--- config.mk ---
export PLATFORM = sky130hd
export DESIGN_NAME = buffer_drain_ctrl
export DESIGN_NICKNAME = d
export VERILOG_FILES = /design/src/rtl/buffer_drain_ctrl.sv
export SDC_FILE = /design/constraint.sdc
export NUM_CORES = 1
export LEC_CHECK = 0
export BUFFER_PORTS_ARGS = -buffer_cell sky130_fd_sc_hd__buf_2
export CAP_MARGIN = 20
export CORE_ASPECT_RATIO = 0.5
export CORE_MARGIN = 1
export CORE_UTILIZATION = 40
export DETAILED_ROUTE_END_ITERATION = 16
export PLACE_DENSITY = 0.6
export SLEW_MARGIN = 20
export SYNTH_ARGS = -nofsm -noshare
export SYNTH_HDL_FRONTEND = slang
export SYNTH_SLANG_ARGS = --single-unit
export TNS_END_PERCENT = 10
--- constraint.sdc ---
create_clock -name clock -period 2.4 [get_ports clock]
set_input_delay 0.12 -clock clock [delete_from_list [all_inputs] [get_ports clock]]
set_output_delay 0.12 -clock clock [all_outputs]
set_load 0.02 [all_outputs]
--- src/rtl/buffer_drain_ctrl.sv ---
// Fill -> hold -> drain sequencer that drives the buffer fill counter's
// emptyBuffer/pause controls, counts completed drains and flags bad levels.
module buffer_drain_ctrl #(
  parameter logic [3:0]  FULL_LEVEL  = 4'd10,
  parameter logic [3:0]  EMPTY_LEVEL = 4'd1,
  parameter logic [18:0] HOLD_CYCLES = 19'd390625
) (
  input  logic       clock,
  input  logic       reset,
  input  logic [3:0] percent,
  input  logic       enable,
  input  logic       abort,
  output logic       emptyBuffer,
  output logic       pause,
  output logic [1:0] state,
  output logic       full,
  output logic       transferDone,
  output logic [7:0] transferCount,
  output logic       error
);

  typedef enum logic [1:0] {
    S_IDLE  = 2'b00,
    S_FILL  = 2'b01,
    S_HOLD  = 2'b10,
    S_DRAIN = 2'b11
  } state_e;

  localparam logic [3:0]  MAX_LEVEL = 4'd10;
  localparam logic [18:0] HOLD_LAST = HOLD_CYCLES - 19'd1;

  state_e      state_q, state_d;
  logic [18:0] hold_cnt_q, hold_cnt_d;
  logic [7:0]  count_q, count_d;
  logic        done_q, done_d;
  logic        error_q, error_d;

  function automatic logic [7:0] sat_inc8(input logic [7:0] v);
    return (v == 8'hFF) ? v : v + 8'd1;
  endfunction

  logic out_of_range;
  assign out_of_range = (percent > MAX_LEVEL);

  always_comb begin
    state_d    = state_q;
    hold_cnt_d = hold_cnt_q;
    count_d    = count_q;
    done_d     = 1'b0;
    error_d    = error_q;

    if (abort) begin
      state_d    = S_IDLE;
      hold_cnt_d = 19'd0;
    end else if (((state_q == S_FILL) || (state_q == S_DRAIN)) && out_of_range) begin
      // A level above 10 means the fill counter wrapped; latch it until reset.
      error_d = 1'b1;
      state_d = S_IDLE;
    end else begin
      unique case (state_q)
        S_IDLE: begin
          if (enable && !error_q) state_d = S_FILL;
        end
        S_FILL: begin
          if (percent >= FULL_LEVEL) begin
            state_d    = S_HOLD;
            hold_cnt_d = 19'd0;
          end else if (!enable) begin
            state_d = S_IDLE;
          end
        end
        S_HOLD: begin
          // Enable is ignored here so a started transfer always drains.
          if (hold_cnt_q == HOLD_LAST) begin
            state_d    = S_DRAIN;
            hold_cnt_d = 19'd0;
          end else begin
            hold_cnt_d = hold_cnt_q + 19'd1;
          end
        end
        S_DRAIN: begin
          if (percent <= EMPTY_LEVEL) begin
            done_d  = 1'b1;
            count_d = sat_inc8(count_q);
            state_d = enable ? S_FILL : S_IDLE;
          end
        end
        default: state_d = S_IDLE;
      endcase
    end
  end

  always_ff @(posedge clock) begin
    if (reset) begin
      state_q    <= S_IDLE;
      hold_cnt_q <= 19'd0;
      count_q    <= 8'd0;
      done_q     <= 1'b0;
      error_q    <= 1'b0;
    end else begin
      state_q    <= state_d;
      hold_cnt_q <= hold_cnt_d;
      count_q    <= count_d;
      done_q     <= done_d;
      error_q    <= error_d;
    end
  end

  // Moore outputs decoded from the registered state.
  assign state         = state_q;
  assign pause         = (state_q == S_IDLE) || (state_q == S_HOLD);
  assign emptyBuffer   = (state_q == S_DRAIN);
  assign full          = (state_q == S_HOLD);
  assign transferDone  = done_q;
  assign transferCount = count_q;
  assign error         = error_q;

endmodule

==> impl_metrics.yaml, run 1 <==
run_status:
  status: "finished, final reports clean"
final_layout:
  areaGrowthSynthToFinish_pct: 17.5
  drive_above_1_share_pct: 18.0
  num-nets-final: 260
  antenna_cells: 0
logic_synthesis:
  syn_area_sq_um: 1760
  syn-num-nets: 234
  yosys_warnings: 0
  yosysUniqueCellTypes: 45
  yosys-top-cells-area: "dfxtp_1 35%, nand3_1 8.2%, ha_1 5.7%, nand2_1 5.1%, nand4_1 4.6%"
  synthesis.instances: 218
  synthArstFlopShare_pct: 0
  synth.most_common_cell: "dfxtp_1"
  yosysSeqAreaShare_pct: 35.2
  synth_commonest_cells: "31 x dfxtp_1, 29 x nand3_1, 24 x nand2_1, 21 x nor2_1, 13 x nand4_1"
  synth_flop_cell: "dfxtp_1"
  synth_edf_count: 0
  synth_area_per_cell_sq_um: 8.09
  yosysTopAreaCellShare_pct: 35.2
  ys_seq_elements: 31
  synth_top_area_cell: "dfxtp_1"
floorplanning:
  io_pins: 23
  start_util_pct: 43.4
  die-area_sq_um: 4690
  rows: 16
  die_w_um: 95.9
  core_sq_um: 4060
  die_y_um: 48.9
timing:
  min_period_ps: 2180
  setup_tns_ps: 0
  period_share_pct: 91.0
  finalHoldViolations: 0
  finalClockSkew_ps: 5.31
  rsz0062_at_grt: "no"
  fmax_mhz: 458
  hold-worst-slack_ps: 142
  worst_pin_slew_ps: 680
  drv_slew: 0
  slew_headroom_pct: 54.6
  finalSetupViolations: 0
min_path:
  min_path_cells: 2
  min_from: "reset"
  min_to: "transferCount[0]"
  hp-class: "in2reg"
setup_path:
  slowest_delay_ps: 510
  crit_required_ps: 2580
  crit_buf_inv: 0
  worstSetupEndpointType: "flop"
  reg2reg_to: "transferCount[7]"
  r2r_slack_ps: 220
  start_kind: "flop"
  worst-r2r-cell-count: 6
  slowest_stage: "or4b_4"
  worstPathArrival_ps: 2360
  path_cells: "ha_1 -> or4b_4 -> a311oi_4 -> nand4_1 -> xor2_1 -> nor2_1"
  crit_type: "reg2reg"
  crit_fanout: 8
  crit_family: "simple AND/OR/NAND/NOR gates"
power:
  powerDensity_nw_per_um2: 554
  ir_drop_mv: 0.294
  p_leak_nw: 0.759
grt:
  grt_pass1_vias: 1607
  grt_util_met3_pct: 4.83
  gr-usage-met2_pct: 31.0
  grt-busiest-layer: "met2"
  grtUsageTotal_pct: 20.6
  grt_pass1_wl_um: 7440
  antenna_found_initial: 0
  use_met1_pct: 29.0
  grt_max_degree: 20
  gr-total-overflow: 0
route:
  wire_per_inst_um: 14.4
  drc: 0
  drtAntennaViolNets: 0
  detail_route.iter0.violations: 109
  via_per_inst: 5.75
  routed_wl_um: 4310
  vias: 1720
  firstDrtPassIters: 4
clocking:
  cts_setup_buffers: 0
  cts_max_level: 2
  clock-sinks: 31
  clk_pin_slew_ps: 70
  cts_resized: 0
  cts-root-buf: "clkbuf_8"
  clock_path_buffers: 2
  clk-insertion-delay-late_ps: 290
  cts_buffers: 5
  cts.hold.buffers_added: 0
  tritoncts: "done"
place:
  hpwl_um: 2890
  portBuffers: 22
  gp_congestion: 0.810
run:
  drv_cap: 0
-- how the worst max path moves through the flow --
stage / endpoint / start / cells past startpoint / slack (ps)
detailed placement: hold_cnt_q[11] / flop / 7 / 170
global placement: hold_cnt_q[11] / flop / 7 / 260
CTS: hold_cnt_q[11] / flop / 7 / 110
global route: transferCount[7] / flop / 6 / 70
floorplan: transferCount[7] / flop / 6 / 120
finish: transferCount[7] / flop / 6 / 220
-- through the flow --
stage	utilization, %	std cells	area [sq um]	total power, mW	setup slack (ps)
floorplan	-	218	1760	0.578	119
global placement	47.9	291	1950	0.613	264
detailed placement	47.9	291	1950	0.613	174
CTS	50.8	299	2060	1.16	111
global route	51.0	299	2070	1.19	69.1
finish	51.0	299	2070	1.15	215
-- layout by cell type, fill, tap and decap left out, types with 6 or more instances in the layout --
cell      instances
clkbuf_8          6
or4_1             8
buf_2            22
ha_1              8
a31oi_1           7
dfxtp_1          31
nand3_1          29
nand4_1          13
nand2_1          24
nor2_1           21
xor2_1            7
a21oi_1           7
-- registers in the layout, summed over array words and instances, names as in the netlist, named ones only --
signal / flops
error: 1
hold_cnt_q: 19
state: 1
transferCount: 8
transferDone: 1
-- metal layers --
metal	vias up	routed length [um]
li1	864	-
met1	803	2170
met2	48	1890
met3	5	203
met4	0	38
met5	-	0
-- cell families after synthesis --
kind of cell,Yosys count,synth area share [%]
xor+xnor,9,4.47
compound gates,31,12.9
fa+ha+maj,8,5.68
simple gates,124,37.7
mux,2,1.14
flops,31,35.2
buf+inv,13,2.91
-- final cells by class --
| type | instances | area, sq um |
|---|---|---|
| Inverter | 5 | 18.8 |
| Tap cell | 54 | 67.6 |
| Clock inverter | 2 | 35.0 |
| Clock buffer | 6 | 82.6 |
| Multi-Input combinational cell | 174 | 1100 |
| Fill cell | 401 | 1990 |
| Timing Repair Buffer | 27 | 148 |
| Sequential cell | 31 | 621 |
-- power breakdown --
group	switching (mW)	total (mW)	internal, mW
Clock	0.209	0.545	0.336
Combinational	0.0561	0.0863	0.0302
Sequential	0.00144	0.518	0.516
Power figures use the tool's default switching activity.
==> run 2: changes to the inputs <==
Settings changed: CTS_CLUSTER_DIAMETER set to 30.
Clock period 2.4 ns to 2.6 ns, I/O delays scaled along.
==> run 2 against run 1 <==
Sequential power decreased by 7.5%. Register-to-register slack improved by 40 ps. Clock skew increased by 3.3 ps. Total power decreased by 8.2%. Cell area decreased by 1.1%. Wire length decreased by 4.5%. Die area unchanged. Utilization decreased by 0.59 points. Hold slack improved by 2.3 ps. Highest routed layer unchanged. Critical path type unchanged. Critical endpoint is now hold_cnt_q[11]. Largest cell class unchanged. First-iteration DRC count decreased by 52%.
==> impl_metrics.yaml, run 2 (synthesis results as in run 1) <==
grt:
  grt_max_degree: 20
  grtUsageTotal_pct: 19.5
  gr-total-overflow: 0
  grt_pass1_vias: 1533
  antenna_found_initial: 0
  grt_pass1_wl_um: 7160
power:
  combPwrFrac_pct: 6.8
  powerDensity_nw_per_um2: 515
  clkPwrFrac_pct: 47.8
  ir_drop_mv: 0.268
  switching_power_mw: 0.243
  p_leak_nw: 0.754
  power.internal_mw: 0.811
  switching_share_pct: 23.0
  p_seq_share_pct: 45.4
route:
  wire_per_inst_um: 13.8
  vias: 1675
  drc: 0
  detail_route.iter0.violations: 52
  firstDrtPassIters: 4
  via_per_inst: 5.64
  drtAntennaViolNets: 0
  routed_wl_um: 4110
clocking:
  clk-insertion-delay-late_ps: 290
  cts_max_level: 2
  clk_pin_slew_ps: 70
  cts.hold.buffers_added: 0
  cts-root-buf: "clkbuf_8"
  clock-sinks: 31
  cts_resized: 0
  tritoncts: "done"
  cts_buffers: 5
  clock_path_buffers: 2
  cts_setup_buffers: 0
setup_path:
  crit_fanout: 16
  slowest_delay_ps: 550
  worstPathArrival_ps: 2550
  worstSetupEndpointType: "flop"
  crit_type: "reg2reg"
  crit_family: "compound AO/OA/AOI/OAI gates"
  path_cells: "inv_1 -> ha_1 -> o21ai_1 -> o221a_2 -> o211ai_2 -> or4_1 -> a21oi_1"
  crit_buf_inv: 1
  slowest_stage: "or4_1"
  start_kind: "flop"
  crit_required_ps: 2810
final_layout:
  layout_commonest_cell: "dfxtp_1"
  largest_reg_flops: 19
  finalNonFillerCells: 297
  antenna_cells: 0
  num-nets-final: 258
  top_register: "hold_cnt_q"
  areaGrowthSynthToFinish_pct: 16.2
  drive_above_1_share_pct: 17.3
  layout_common_cells: "31 x dfxtp_1, 29 x nand3_1, 24 x nand2_1, 22 x buf_2, 21 x nor2_1"
floorplanning:
  core_sq_um: 4060
  die_w_um: 95.9
  rows: 16
  start_util_pct: 43.4
  die_y_um: 48.9
  die-area_sq_um: 4690
  io_pins: 23
place:
  hpwl_um: 2890
  dp_cells: 289
  portBuffers: 22
  gp_congestion: 0.806
  dp_slack_ps: 312
timing:
  finalClockSkew_ps: 8.60
  setup_tns_ps: 0
  fin_ws_ps: 259
  finalHoldViolations: 0
  period_share_pct: 90.0
  rsz0062_at_grt: "no"
  slew_headroom_pct: 55.2
  fmax_mhz: 427
  drv_slew: 0
  min_period_ps: 2340
  worst_pin_slew_ps: 672
  finalSetupViolations: 0
run_status:
  status: "finished, final reports clean"
min_path:
  hp-class: "in2reg"
run:
  drv_cap: 0
## run 2: changes by cell type in the layout (fill, tap and decap cells not counted)
cell | previous run | this run
buf_4 | 5 | 3
o211ai_2 | 0 | 1
o211ai_4 | 1 | 0
## run 2: worst paths after layout
kind / startpoint / end / slack [ps] / cells after the start
worst max-delay path: flop / hold_cnt_q[11] / 260 / 7
worst min-delay path: reset / transferCount[3] / 140 / 2
worst max register to register: flop / hold_cnt_q[11] / 260 / 7
worst min register to register: hold_cnt_q[8] / hold_cnt_q[8] / 500 / 2
## run 2: worst reg2reg max path, stage by stage, from the launching register on
cell      delay [ps]
dfxtp_1          430
inv_1            120
ha_1             250
o21ai_1          260
o221a_2          270
o211ai_2         260
or4_1            560
a21oi_1          130
## run 2: metrics by stage
stage / total power, mW / utilization [%] / hold slack, ps / cell area (sq um)
final: 1.05 / 50.4 / 144 / 2050
after global routing: 1.09 / 50.4 / 151 / 2050
after CTS: 1.06 / 50.4 / 143 / 2050
after detailed placement: 0.561 / 47.5 / 445 / 1930
after global placement: 0.561 / 47.5 / 445 / 1930
after floorplan: 0.534 / - / 320 / 1760
## run 2: layer usage
layer  routed length [um]  global-route usage (%)  share of wire (%)
met1                 2260                    28.2                 55
met5                    0                       0                  0
met2                 1660                    27.6                 40
met4                   42                    5.97                1.0
met3                  153                    5.61                3.7
## run 2: final cells by class
class | count | area (sq um)
inverters | 5 | 18.8
clock buffers | 6 | 82.6
fillers | 394 | 2020
well taps | 54 | 67.6
clock inverters | 2 | 35.0
multi-input cells | 174 | 1090
repair buffers | 25 | 133
flip-flops and latches | 31 | 621
## run 2: power by group through the flow
stage | logic [mW] | registers [mW] | clock network [mW]
after floorplan | 0.0422 | 0.492 | 0
after global placement | 0.0714 | 0.490 | 0
after detailed placement | 0.0708 | 0.490 | 0
after CTS | 0.0711 | 0.479 | 0.509
after global routing | 0.0783 | 0.479 | 0.536
final | 0.0715 | 0.479 | 0.504
==> run 3: changes to the inputs <==
Settings changed: ABC_AREA set to 1, PLACE_DENSITY 0.6 to 0.59.
==> run 3 against run 2 <==
First-iteration DRC count is 60% higher. Area after synthesis up 8.7%. Via count up 12%. Largest power group is now sequential cells. Cell area rose by 6.5%. Largest cell class unchanged. Cell count rose by 33%. Clock skew decreased by 2.3 ps. Sequential share of layout area decreased by 1.8 points. Critical endpoint is now hold_cnt_q[6]. Register-to-register slack improved by 380 ps. Count of clock-buffer cells in the layout did not move. Combinational power increased by 18%.
==> impl_metrics.yaml, run 3 <==
timing:
  drv_slew: 0
  setup_tns_ps: 0
  period_share_pct: 75.5
  slew_headroom_pct: 65.8
  fmax_mhz: 510
  min_period_ps: 1960
  fin_ws_ps: 637
  finalSetupViolations: 0
  finalHoldViolations: 0
  rsz0062_at_grt: "no"
  finalClockSkew_ps: 6.28
  worst_pin_slew_ps: 511
place:
  dp_slack_ps: 624
  portBuffers: 22
  hpwl_um: 3250
  dp_cells: 387
  gp_congestion: 0.853
floorplanning:
  die_y_um: 51.0
  io_pins: 23
  start_util_pct: 42.5
  core_sq_um: 4510
  die_w_um: 99.9
  rows: 17
  die-area_sq_um: 5090
setup_path:
  worstPathArrival_ps: 2130
  crit_family: "simple AND/OR/NAND/NOR gates"
  crit_type: "reg2reg"
  path_cells: "inv_1 -> ha_1 -> nand2_1 -> nor2_4 -> nand2_1 -> nand2_2 -> nor2_1"
  slowest_delay_ps: 460
  crit_buf_inv: 1
  crit_fanout: 21
  worstSetupEndpointType: "flop"
  crit_required_ps: 2770
  start_kind: "flop"
  cp_common_cell: "nand2_1"
  r2r_slack_ps: 640
  slowest_stage: "dfxtp_1"
route:
  detail_route.iter0.violations: 83
  wire_per_inst_um: 11.0
  routed_wl_um: 4320
  firstDrtPassIters: 4
  drtAntennaViolNets: 0
  via_per_inst: 4.78
  vias: 1882
  drc: 0
logic_synthesis:
  synthMuxAreaShare_pct: 0
  synth_top_family_by_area: "simple AND/OR/NAND/NOR gates"
  synthesis.instances: 301
  synth_flop_cell: "dfxtp_1"
  yosys.area_share.simple_pct: 42.6
  yosys_warnings: 0
  synth-compound-area-share_pct: 6.72
  synth_commonest_cells: "81 x nand2_1, 54 x nor2_1, 43 x inv_1, 31 x dfxtp_1, 18 x nand3_1"
  ys_seq_elements: 31
  synth_top_area_cell: "dfxtp_1"
  syn-num-nets: 317
  syn_area_sq_um: 1920
  yosysSeqAreaShare_pct: 32.4
  yosysUniqueCellTypes: 28
  synthArstFlopShare_pct: 0
  synth_area_per_cell_sq_um: 6.37
  synthXorXnorAreaFrac_pct: 3.66
  yosysTopAreaCellShare_pct: 32.4
  yosys-top-cells-area: "dfxtp_1 32%, nand2_1 16%, nor2_1 11%, inv_1 8.4%, ha_1 5.2%"
  synthAdderAreaFrac_pct: 5.22
  synth_edf_count: 0
  synth.most_common_cell: "nand2_1"
final_layout:
  layout_commonest_cell: "nand2_1"
  drive_above_1_share_pct: 13.1
  largest_reg_flops: 19
  finalNonFillerCells: 394
  num-nets-final: 344
  seq_area_sq_um: 621
  antenna_cells: 0
  num-fill-cells: 469
  multiInputGateArea_sq_um: 1110
  areaGrowthSynthToFinish_pct: 13.8
  top_register: "hold_cnt_q"
  layout_common_cells: "81 x nand2_1, 54 x nor2_1, 43 x inv_1, 31 x dfxtp_1, 22 x buf_2"
power:
  p_seq_share_pct: 50.5
  ir_drop_mv: 0.163
  p_leak_nw: 0.948
  combPwrFrac_pct: 8.9
  p_total_mw: 0.954
  switching_share_pct: 25.4
  powerDensity_nw_per_um2: 437
  power.internal_mw: 0.711
  clkPwrFrac_pct: 40.7
  switching_power_mw: 0.242
grt:
  gr-total-overflow: 0
  antenna_found_initial: 0
  grt_pass1_wl_um: 7390
  grt_max_degree: 22
  grtUsageTotal_pct: 18.7
  grt_pass1_vias: 1678
clocking:
  cts-root-buf: "clkbuf_8"
  cts_buffers: 5
  cts_resized: 0
  cts.hold.buffers_added: 0
  cts_max_level: 2
  clk-insertion-delay-late_ps: 280
  clock-sinks: 31
  cts_setup_buffers: 0
  clk_pin_slew_ps: 70
  clock_path_buffers: 2
  tritoncts: "done"
run_status:
  status: "finished, final reports clean"
run:
  drv_cap: 0
min_path:
  hp-class: "in2reg"
-- run 3: cell count changes in the layout (fill, tap and decap cells not counted), moves of 5 or more --
cell     change
nand2_1     +57
nor2_1      +33
inv_1       +38
a31oi_1      -6
a21oi_1      +7
or4_1        -8
nand4_1      -5
or3_1        -5
nand3_1     -11
-- run 3: kinds of logic (layout without fill, tap and decap cells) --
group | after synthesis | in the layout
XOR/XNOR | 8 | 8
buffers and inverters | 46 | 73
flip-flops | 31 | 31
adder cells (fa/ha/maj) | 8 | 8
AO/OA/AOI/OAI | 23 | 23
AND/OR/NAND/NOR | 185 | 185
-- run 3: path summary, 6_finish.rpt --
check,endpoint,start,depth (start not counted)
max,hold_cnt_q[6],state[0],7
min reg2reg,hold_cnt_q[0],hold_cnt_q[0],2
max reg2reg,hold_cnt_q[6],state[0],7
min,transferCount[5],reset,2
-- run 3: power groups by stage --
stage          clock network [mW]  registers [mW]  logic, mW
5_1_grt                     0.427           0.482     0.0953
2_1_floorplan                   0           0.494     0.0592
6_report                    0.388           0.481     0.0845
3_5_place_dp                    0           0.492     0.0843
4_1_cts                     0.405           0.481     0.0846
3_3_place_gp                    0           0.492     0.0836
-- run 3: metrics by stage --
stage          cell area (sq um)  hold slack (ps)  util [%]
2_1_floorplan               1920              199         -
3_3_place_gp                2090              407      46.4
3_5_place_dp                2090              405      46.4
4_1_cts                     2180             98.3      48.4
5_1_grt                     2180              104      48.4
6_report                    2180              110      48.4
-- run 3: per-layer routing --
| layer | track usage (%) | up-vias | wire length (um) |
|---|---|---|---|
| met2 | 29.3 | 54 | 1820 |
| met3 | 4.65 | 5 | 204 |
| met5 | 0 | - | 0 |
| li1 | - | 991 | - |
| met1 | 25.7 | 832 | 2260 |
| met4 | 4.41 | 0 | 34 |
-- run 3: layout make-up --
type,instances,share of cell area (%)
Multi-Input combinational cell,224,51.1
Sequential cell,31,28.5
Inverter,44,7.57
Timing Repair Buffer,22,5.05
Clock buffer,6,3.79
Tap cell,66,3.79
Clock inverter,1,0.229
